File: src/rtl/seq_nonrestoring_divider.sv
// Iterative N-bit non-restoring divider: one quotient bit per clock, then a
// single remainder-correction cycle and a one-cycle done pulse.
// Optional macro SIGNED_DIV_EN: two's-complement operands, truncating toward
// zero, remainder takes the sign of the dividend. Undefined: unsigned only.
module seq_nonrestoring_divider #(
  parameter int unsigned N = 32
) (
  input  logic         clk,
  input  logic         rst,
  input  logic         start,
  input  logic [N-1:0] dividend,
  input  logic [N-1:0] divisor,
  output logic         busy,
  output logic         done,
  output logic [N-1:0] quotient,
  output logic [N-1:0] remainder,
  output logic         dbz
);

  localparam int unsigned CntW = $clog2(N);

  typedef enum logic [1:0] {StIdle, StRun, StFix, StDone} state_e;

  state_e state_q, state_d;

  logic [N:0]      p_q;     // signed partial remainder
  logic [N-1:0]    q_q;     // dividend shifting out / quotient shifting in
  logic [N-1:0]    d_q;     // divisor magnitude
  logic [CntW-1:0] cnt_q;
  logic            zero_q;  // divisor was zero; FIX emits the dbz result

  logic            div_zero;
  logic            last_iter;
  logic [N-1:0]    a_mag, b_mag;
  logic [N:0]      p_shift, p_next, p_fix;
  logic [N-1:0]    q_next, q_res, r_res;

  assign div_zero  = (divisor == '0);
  assign last_iter = (cnt_q == CntW'(N - 1));

`ifdef SIGNED_DIV_EN
  logic sq_q, sr_q;

  assign a_mag = dividend[N-1] ? -dividend : dividend;
  assign b_mag = divisor[N-1] ? -divisor : divisor;
`else
  assign a_mag = dividend;
  assign b_mag = divisor;
`endif

  // One non-restoring step: shift {P,Q}, add or subtract D by the old sign of P
  always_comb begin
    p_shift = {p_q[N-1:0], q_q[N-1]};
    p_next  = p_q[N] ? (p_shift + {1'b0, d_q}) : (p_shift - {1'b0, d_q});
    q_next  = {q_q[N-2:0], ~p_next[N]};
    p_fix   = p_q[N] ? (p_q + {1'b0, d_q}) : p_q;
`ifdef SIGNED_DIV_EN
    q_res   = sq_q ? -q_q : q_q;
    r_res   = sr_q ? -p_fix[N-1:0] : p_fix[N-1:0];
`else
    q_res   = q_q;
    r_res   = p_fix[N-1:0];
`endif
  end

  // State register
  always_ff @(posedge clk or posedge rst) begin
    if (rst) state_q <= StIdle;
    else     state_q <= state_d;
  end

  // Next-state logic; divide-by-zero still passes through FIX so its done
  // pulse lands one cycle later than the accepting edge plus one
  always_comb begin
    state_d = state_q;
    unique case (state_q)
      StIdle:  if (start) state_d = div_zero ? StFix : StRun;
      StRun:   if (last_iter) state_d = StFix;
      StFix:   state_d = StDone;
      StDone:  state_d = StIdle;
      default: state_d = StIdle;
    endcase
  end

  // Status outputs decoded from state
  always_comb begin
    busy = (state_q == StRun) || (state_q == StFix);
    done = (state_q == StDone);
  end

  // Datapath and result registers
  always_ff @(posedge clk or posedge rst) begin
    if (rst) begin
      p_q       <= '0;
      q_q       <= '0;
      d_q       <= '0;
      cnt_q     <= '0;
      zero_q    <= 1'b0;
      quotient  <= '0;
      remainder <= '0;
      dbz       <= 1'b0;
`ifdef SIGNED_DIV_EN
      sq_q      <= 1'b0;
      sr_q      <= 1'b0;
`endif
    end else begin
      unique case (state_q)
        StIdle: begin
          if (start) begin
            p_q    <= '0;
            cnt_q  <= '0;
            zero_q <= div_zero;
            if (div_zero) begin
              // Raw dividend is parked in Q to become the remainder
              q_q <= dividend;
              d_q <= '0;
            end else begin
              q_q <= a_mag;
              d_q <= b_mag;
              dbz <= 1'b0;
            end
`ifdef SIGNED_DIV_EN
            sq_q <= dividend[N-1] ^ divisor[N-1];
            sr_q <= dividend[N-1];
`endif
          end
        end
        StRun: begin
          p_q   <= p_next;
          q_q   <= q_next;
          cnt_q <= cnt_q + 1'b1;
        end
        StFix: begin
          if (zero_q) begin
            quotient  <= '1;
            remainder <= q_q;
            dbz       <= 1'b1;
          end else begin
            quotient  <= q_res;
            remainder <= r_res;
          end
        end
        default: ;
      endcase
    end
  end

endmodule

File: config.mk
export PLATFORM = sky130hd
export DESIGN_NAME = seq_nonrestoring_divider
export DESIGN_NICKNAME = d
export VERILOG_FILES = /design/src/rtl/seq_nonrestoring_divider.sv
export SDC_FILE = /design/constraint.sdc
export NUM_CORES = 1
export LEC_CHECK = 0
export ABC_AREA = 1
export ABC_CLOCK_PERIOD_IN_PS = 6100
export CORE_UTILIZATION = 53
export DETAILED_ROUTE_END_ITERATION = 8
export PLACE_DENSITY_LB_ADDON = 0.2
export REMOVE_ABC_BUFFERS = 1
export SYNTH_ARGS = -nofsm -noshare
export SYNTH_HDL_FRONTEND = slang
export SYNTH_SLANG_ARGS = --single-unit
File: constraint.sdc
create_clock -name clk -period 6.1 [get_ports clk]
set_clock_uncertainty 0.2 [all_clocks]
set_input_delay 1.525 -clock clk [delete_from_list [all_inputs] [get_ports clk]]
set_output_delay 1.525 -clock clk [all_outputs]
set_load 0.01 [all_outputs]
==> reports/qor.yml, run 1 <==
status: "finished clean"
crit_chain: "buf_4 -> inv_1 -> nand2_1 -> o21a_2 -> nand2_2 -> o21ai_1 -> nand2_1 -> ha_1 -> a21oi_1 -> o21ai_0 -> o21bai_1 -> a21oi_1 -> nand3_1 -> nand2_1 -> o21ai_1"
finalPower_mw: 8.40
tns_ns: 0
synth-edff-count: 0
hold_viol_final: 0
wirelength_met1_um: 16400
crit_path_start_kind: "flop"
dr.max_layer_used: "met4"
grt_pass1_vias: 12000
synth_seq_cells: 170
max_freq_mhz: 252
num_rows: 55
drc_errors: 0
wl_met3_um: 2310
synth_cells: 1875
ir_drop_mv: 0.383
cts_tree: "built"
io_buffers: 133
num_antenna_cells: 0
ys_seq_area_share_pct: 34.1
syn_area_um2: 12500
grt.overflow.total: 0
postCtsSetupBuffers: 0
numClockSinks: 170
synthArstFlopShare_pct: 100
slowest_delay_ns: 0.55
ys_warn_count: 0
critPathSlowestCell: "inv_1"
slew_headroom_pct: 14.0
worstPathArrival_ns: 4.09
wire_per_inst_um: 16.3
num_io_pins: 134
synth_top_flop_cell: "dfrtp_1"
drtIter0Drc: 1015
hold_path_class: "flop to flop"
root_buffer: "clkbuf_16"
htree_levels: 4
critPathCaptureType: "flop"
die_w_um: 155
synth_cell_types: 48
worstPathRequired_ns: 6.23
rsz0062_at_grt: "false"
die_area_um2: 24100
first_pass_iters: 5
place_ws_ns: 1.92
gp_congestion: 0.986
place_hpwl_um: 28300
start_util_pct: 54.6
period_share_pct: 65.0
stdcell_area_um2: 14700
drive_gt1_share_pct: 4.12
min_period_ns: 3.96
drt_wl_total_um: 37700
placedInstanceArea_um2: 14100
vias: 12700
finalSetupViolations: 0
antenna_found_initial: 0
p_leak_nw: 7.42
nNetsFinal: 2118
setup_ws_ns: 2.14
powerDensity_nw_per_um2: 573
clock_latency_ns: 0.44
cts_buffers: 17
grt_first_pass_wirelength_um: 60800
antenna_left: 0
grt_max_degree: 97
areaGrowthSynthToFinish_pct: 17.7
hold_ws_ns: 0.312
synth_area_per_cell_um2: 6.65
coreArea_um2: 22800
die_y_um: 155
path_max_fanout: 45
wl_met2_um: 17700
clkTransAtPathRegs_ns: 0.07
grtUsageTotal_pct: 32.2
drv_cap: 0
clock_path_buffers: 2
maxSlewViolCount: 0
ctsHoldBuffers: 0
crit_top_cell: "nand2_1"
path_class: "flop to flop"
cts_resized: 0
worstMarginPinSlew_ns: 1.29
drt-vias-per-instance: 5.50
## logic make-up after synthesis
| kind of cell | Yosys count | share of synthesized area [%] |
|---|---|---|
| AO/OA/AOI/OAI | 359 | 15.8 |
| XOR/XNOR | 44 | 3.09 |
| adder cells (fa/ha/maj) | 72 | 7.34 |
| buffers and inverters | 320 | 9.76 |
| flip-flops | 170 | 34.1 |
| multiplexers | 2 | 0.181 |
| AND/OR/NAND/NOR | 908 | 29.7 |
## stage by stage
| step | instances | util (%) |
|---|---|---|
| after floorplan | 1817 | - |
| after global placement | 2273 | 61.6 |
| after detailed placement | 2273 | 61.6 |
| after CTS | 2305 | 64.2 |
| after global routing | 2305 | 64.2 |
| final | 2305 | 64.2 |
## synth_stat cells, types with 2 or more instances
cell | count | area share (%)
nand2_1 | 554 | 17
inv_1 | 254 | 7.6
nor2_1 | 207 | 6.2
a21oi_1 | 187 | 7.5
dfrtp_1 | 170 | 34
o21ai_0 | 90 | 3.6
nand3_1 | 77 | 3.1
ha_1 | 70 | 7.0
xor2_1 | 38 | 2.7
clkbuf_1 | 36 | 1.1
o211ai_1 | 33 | 2.0
nor3_1 | 16 | 0.64
o21ai_1 | 14 | 0.56
buf_2 | 13 | 0.52
nand4_1 | 12 | 0.60
nor4_1 | 11 | 0.55
o22ai_1 | 11 | 0.55
buf_1 | 9 | 0.27
inv_2 | 7 | 0.21
o21bai_1 | 6 | 0.36
xnor2_1 | 6 | 0.42
a21o_1 | 5 | 0.30
nand2_2 | 5 | 0.25
nand3b_1 | 5 | 0.30
nor2_2 | 5 | 0.25
nor2_4 | 3 | 0.27
a21boi_0 | 2 | 0.12
a22o_1 | 2 | 0.14
and2_1 | 2 | 0.10
fa_1 | 2 | 0.32
mux2_2 | 2 | 0.18
nand3_2 | 2 | 0.16
o21a_1 | 2 | 0.12
or2_1 | 2 | 0.10
or2_2 | 2 | 0.10
## critical path: cells and delay by family (launching register included)
family	cells	cell delay, ns
flip-flops	1	0.33
AO/OA/AOI/OAI	7	1.30
adder cells (fa/ha/maj)	1	0.37
AND/OR/NAND/NOR	5	0.64
buffers and inverters	2	0.99
## power breakdown
group          switching [mW]  internal, mW
clock                   0.533         0.588
combinational            3.31          1.86
sequential              0.479          1.63
## state kept, by name, summed over array words and instances (netlist names)
name       cells
quotient      32
cnt_q          5
d_q           32
remainder     32
p_q           33
zero_q         1
dbz            1
state_q        2
q_q           32
## path summary, 6_finish.rpt
path / startpoint / endpoint / slack (ns) / cells past startpoint
setup / recovery: p_q[32] / p_q[27] / 2.14 / 15
hold / removal: dbz / dbz / 0.31 / 2
setup reg to reg: p_q[32] / p_q[27] / 2.14 / 15
hold reg to reg: dbz / dbz / 0.31 / 2
max in group asynchronous: rst / p_q[1] / 3.33 / 3
min in group asynchronous: rst / quotient[25] / 1.42 / 2
## cells in the final DEF (no fill, tap or decap), types with 2 or more instances in the layout
master / Yosys / final
inv_6: 0 / 5
nand2_1: 554 / 554
ha_2: 0 / 2
nor2_2: 5 / 7
dfrtp_1: 170 / 169
mux2_2: 2 / 2
or2_2: 2 / 2
o22ai_1: 11 / 11
buf_4: 0 / 9
nand4_1: 12 / 12
xnor2_1: 6 / 6
a21o_1: 5 / 5
o21ai_1: 14 / 13
nor3_1: 16 / 16
nand2_2: 5 / 5
nand3_2: 2 / 2
inv_1: 254 / 253
a21oi_1: 187 / 187
inv_2: 7 / 7
fa_1: 2 / 2
o21a_1: 2 / 2
nand3b_1: 5 / 5
o211ai_1: 33 / 33
nor2_4: 3 / 3
inv_8: 0 / 5
ha_1: 70 / 68
o21ai_0: 90 / 90
nand3_1: 77 / 77
a21boi_0: 2 / 2
nor4_1: 11 / 11
a22o_1: 2 / 2
xor2_1: 38 / 38
and2_1: 2 / 2
or2_1: 2 / 2
o21ai_4: 1 / 2
clkbuf_16: 0 / 17
clkdlybuf4s50_1: 0 / 133
nor2_1: 207 / 205
clkinv_8: 0 / 2
o21bai_1: 6 / 6
## layer usage
metal | global-route usage (%) | vias to the layer above
li1 | - | 6213
met1 | 42.4 | 5914
met2 | 53.9 | 462
met3 | 4.71 | 83
met4 | 11.3 | 0
met5 | 0 | -
## final cells by class
class	count	area, um^2
clock buffer	17	425
clock inverter	15	175
sequential	170	4260
tap	313	392
fill	2142	8170
multi-input combinational	1385	7020
inverter	262	988
timing repair buffer	143	1420
No activity file was read; power rests on OpenSTA's default activity.
==> run 2, diff against run 1 <==
--- a/config.mk
+++ b/config.mk
@@ -6,8 +6,8 @@
 export NUM_CORES = 1
 export LEC_CHECK = 0
 export ABC_AREA = 1
-export ABC_CLOCK_PERIOD_IN_PS = 6100
-export CORE_UTILIZATION = 53
+export ABC_CLOCK_PERIOD_IN_PS = 3690
+export CORE_UTILIZATION = 58
 export DETAILED_ROUTE_END_ITERATION = 8
 export PLACE_DENSITY_LB_ADDON = 0.2
 export REMOVE_ABC_BUFFERS = 1
==> constraint.sdc (replaced) <==
create_clock -name clk -period 3.69 [get_ports clk]
set_clock_uncertainty 0.2 [all_clocks]
set_input_delay 0.9225 -clock clk [delete_from_list [all_inputs] [get_ports clk]]
set_output_delay 0.9225 -clock clk [all_outputs]
set_load 0.01 [all_outputs]
==> run 2 against run 1 <==
Compared with the run above:
- clock power up 70%
- sequential share of layout area is 0.30 points lower
- cell area is 1.1% higher
- critical path type unchanged
- highest routed layer unchanged
- largest cell class unchanged
- largest power group unchanged
==> reports/qor.yml, run 2 (synthesis results as in run 1) <==
finalPower_mw: 14.3
crit_chain: "nor2_2 -> nand2_2 -> nor2_4 -> nand4_2 -> nor2_4 -> nand4_1 -> o21ai_2 -> xnor2_1 -> ha_1 -> inv_1 -> o21bai_1 -> nand3_1 -> and2_0 -> nand2_1 -> a21oi_1 -> nand2_1 -> nand2_1 -> nand2_1 -> nor2_1 -> nor2_1"
drv_cap: 0
num_rows: 53
grtUsageTotal_pct: 36.1
drt_wl_total_um: 39100
placedInstanceArea_um2: 14100
max_freq_mhz: 288
place_hpwl_um: 29400
htree_levels: 4
start_util_pct: 59.3
grt_pass1_vias: 12200
root_buffer: "clkbuf_16"
path_class: "flop to flop"
cp_num_buf_inv: 1
period_share_pct: 94.3
regMostFlops: "p_q"
wire_per_inst_um: 17.1
clock_path_buffers: 2
hold_viol_final: 0
worstMarginPinSlew_ns: 1.18
worstPathArrival_ns: 3.60
clock_latency_ns: 0.45
die_area_um2: 22100
stdcell_area_um2: 14800
powerDensity_nw_per_um2: 962
gp_congestion: 0.972
die_w_um: 149
p_leak_nw: 7.50
coreArea_um2: 21000
num_io_pins: 134
min_period_ns: 3.48
drive_gt1_share_pct: 5.93
drtIter0Drc: 1126
crit_path_start_kind: "flop"
grt_max_degree: 85
crit_top_cell: "nand2_1"
slew_headroom_pct: 21.0
status: "finished clean"
areaGrowthSynthToFinish_pct: 19.0
final_common_cell: "nand2_1"
ir_drop_mv: 0.887
nNetsFinal: 2132
path_max_fanout: 6
cpLargestDelayFamily: "simple AND/OR/NAND/NOR gates"
largest_register_ffs: 33
maxSlewViolCount: 0
drc_errors: 0
critPathCaptureType: "flop"
numClockSinks: 170
critPathSlowestCell: "dfrtp_2"
first_pass_iters: 5
vias: 12800
antenna_found_initial: 2
clkTransAtPathRegs_ns: 0.08
hold_path_class: "flop to flop"
finalSetupViolations: 0
slowest_delay_ns: 0.47
grt.overflow.total: 0
grt_first_pass_wirelength_um: 62100
hold_ws_ns: 0.309
fill_cells: 1763
worstPathRequired_ns: 3.81
antenna_left: 0
layout_common_cells: "nand2_1 (549), inv_1 (252), nor2_1 (201), a21oi_1 (182), dfrtp_1 (167)"
io_buffers: 133
cts_buffers: 17
die_y_um: 149
cts_tree: "built"
drt-vias-per-instance: 5.61
[run 2: through the flow]
stage | cells | setup TNS (ns) | utilization [%] | worst slack (ns)
after floorplan | 1817 | -504.06 | - | -2.48
after global placement | 2244 | 0 | 67.1 | 0.238
after detailed placement | 2244 | 0 | 67.1 | 0.149
after CTS | 2276 | 0 | 70.0 | 0.115
after global routing | 2281 | -0.0352 | 70.6 | -0.0204
final | 2282 | 0 | 70.6 | 0.212
[run 2: final timing paths]
check                       start           end  slack, ns  depth (start not counted)
min                           dbz           dbz       0.31                          2
min reg2reg                   dbz           dbz       0.31                          2
max in group asynchronous     rst        d_q[2]       1.79                          3
min in group asynchronous     rst  quotient[26]       0.72                          2
max                        d_q[2]        q_q[0]       0.21                         20
max reg2reg                d_q[2]        q_q[0]       0.21                         20
[run 2: where the power goes]
group | switching [mW] | internal (mW) | total (mW)
registers | 0.846 | 2.69 | 3.54
clock network | 0.906 | 0.994 | 1.90
logic | 5.62 | 3.22 | 8.83
[run 2: per-layer routing]
layer  GRT usage [%]  vias to the layer above  routed length (um)
met5               0                        -                   0
met4            15.8                        0                1510
met3            6.66                       90                2750
met2            58.9                      547               18400
met1            46.8                     5937               16500
li1                -                     6236                   -
[run 2: worst min-delay path, delay by kind of cell, from the launching register on]
| kind | cells | cell delay, ns |
|---|---|---|
| AOI/OAI and AO/OA | 1 | 0.07 |
| DFF | 1 | 0.35 |
| and+or+nand+nor | 1 | 0.05 |
[run 2: cell type report]
cell class / count / area (um^2) / share of cell area, %
flip-flops and latches: 170 / 4260 / 28.7
clock buffers: 18 / 439 / 2.96
multi-input cells: 1385 / 7100 / 47.8
repair buffers: 157 / 1540 / 10.4
inverters: 262 / 988 / 6.66
well taps: 275 / 344 / 2.32
diodes: 1 / 2.50 / 0.0169
clock inverters: 14 / 171 / 1.16
[run 2: repair_timing]
item | in CTS | in global routing
endpoints found under the setup margin | 0 | 13
hold buffers | 0 | 0
setup buffers | 0 | 5
endpoints found under the hold margin | 0 | 0
gates resized for setup | 0 | 31
==> run 3, diff against run 2 <==
--- a/config.mk
+++ b/config.mk
@@ -9,6 +9,7 @@
 export ABC_CLOCK_PERIOD_IN_PS = 3690
 export CORE_UTILIZATION = 58
 export DETAILED_ROUTE_END_ITERATION = 8
+export HOLD_SLACK_MARGIN = 0.1
 export PLACE_DENSITY_LB_ADDON = 0.2
 export REMOVE_ABC_BUFFERS = 1
 export SYNTH_ARGS = -nofsm -noshare
==> results of run 3 <==
No change in the layout: final DEF, timing and power equal those of run 2.
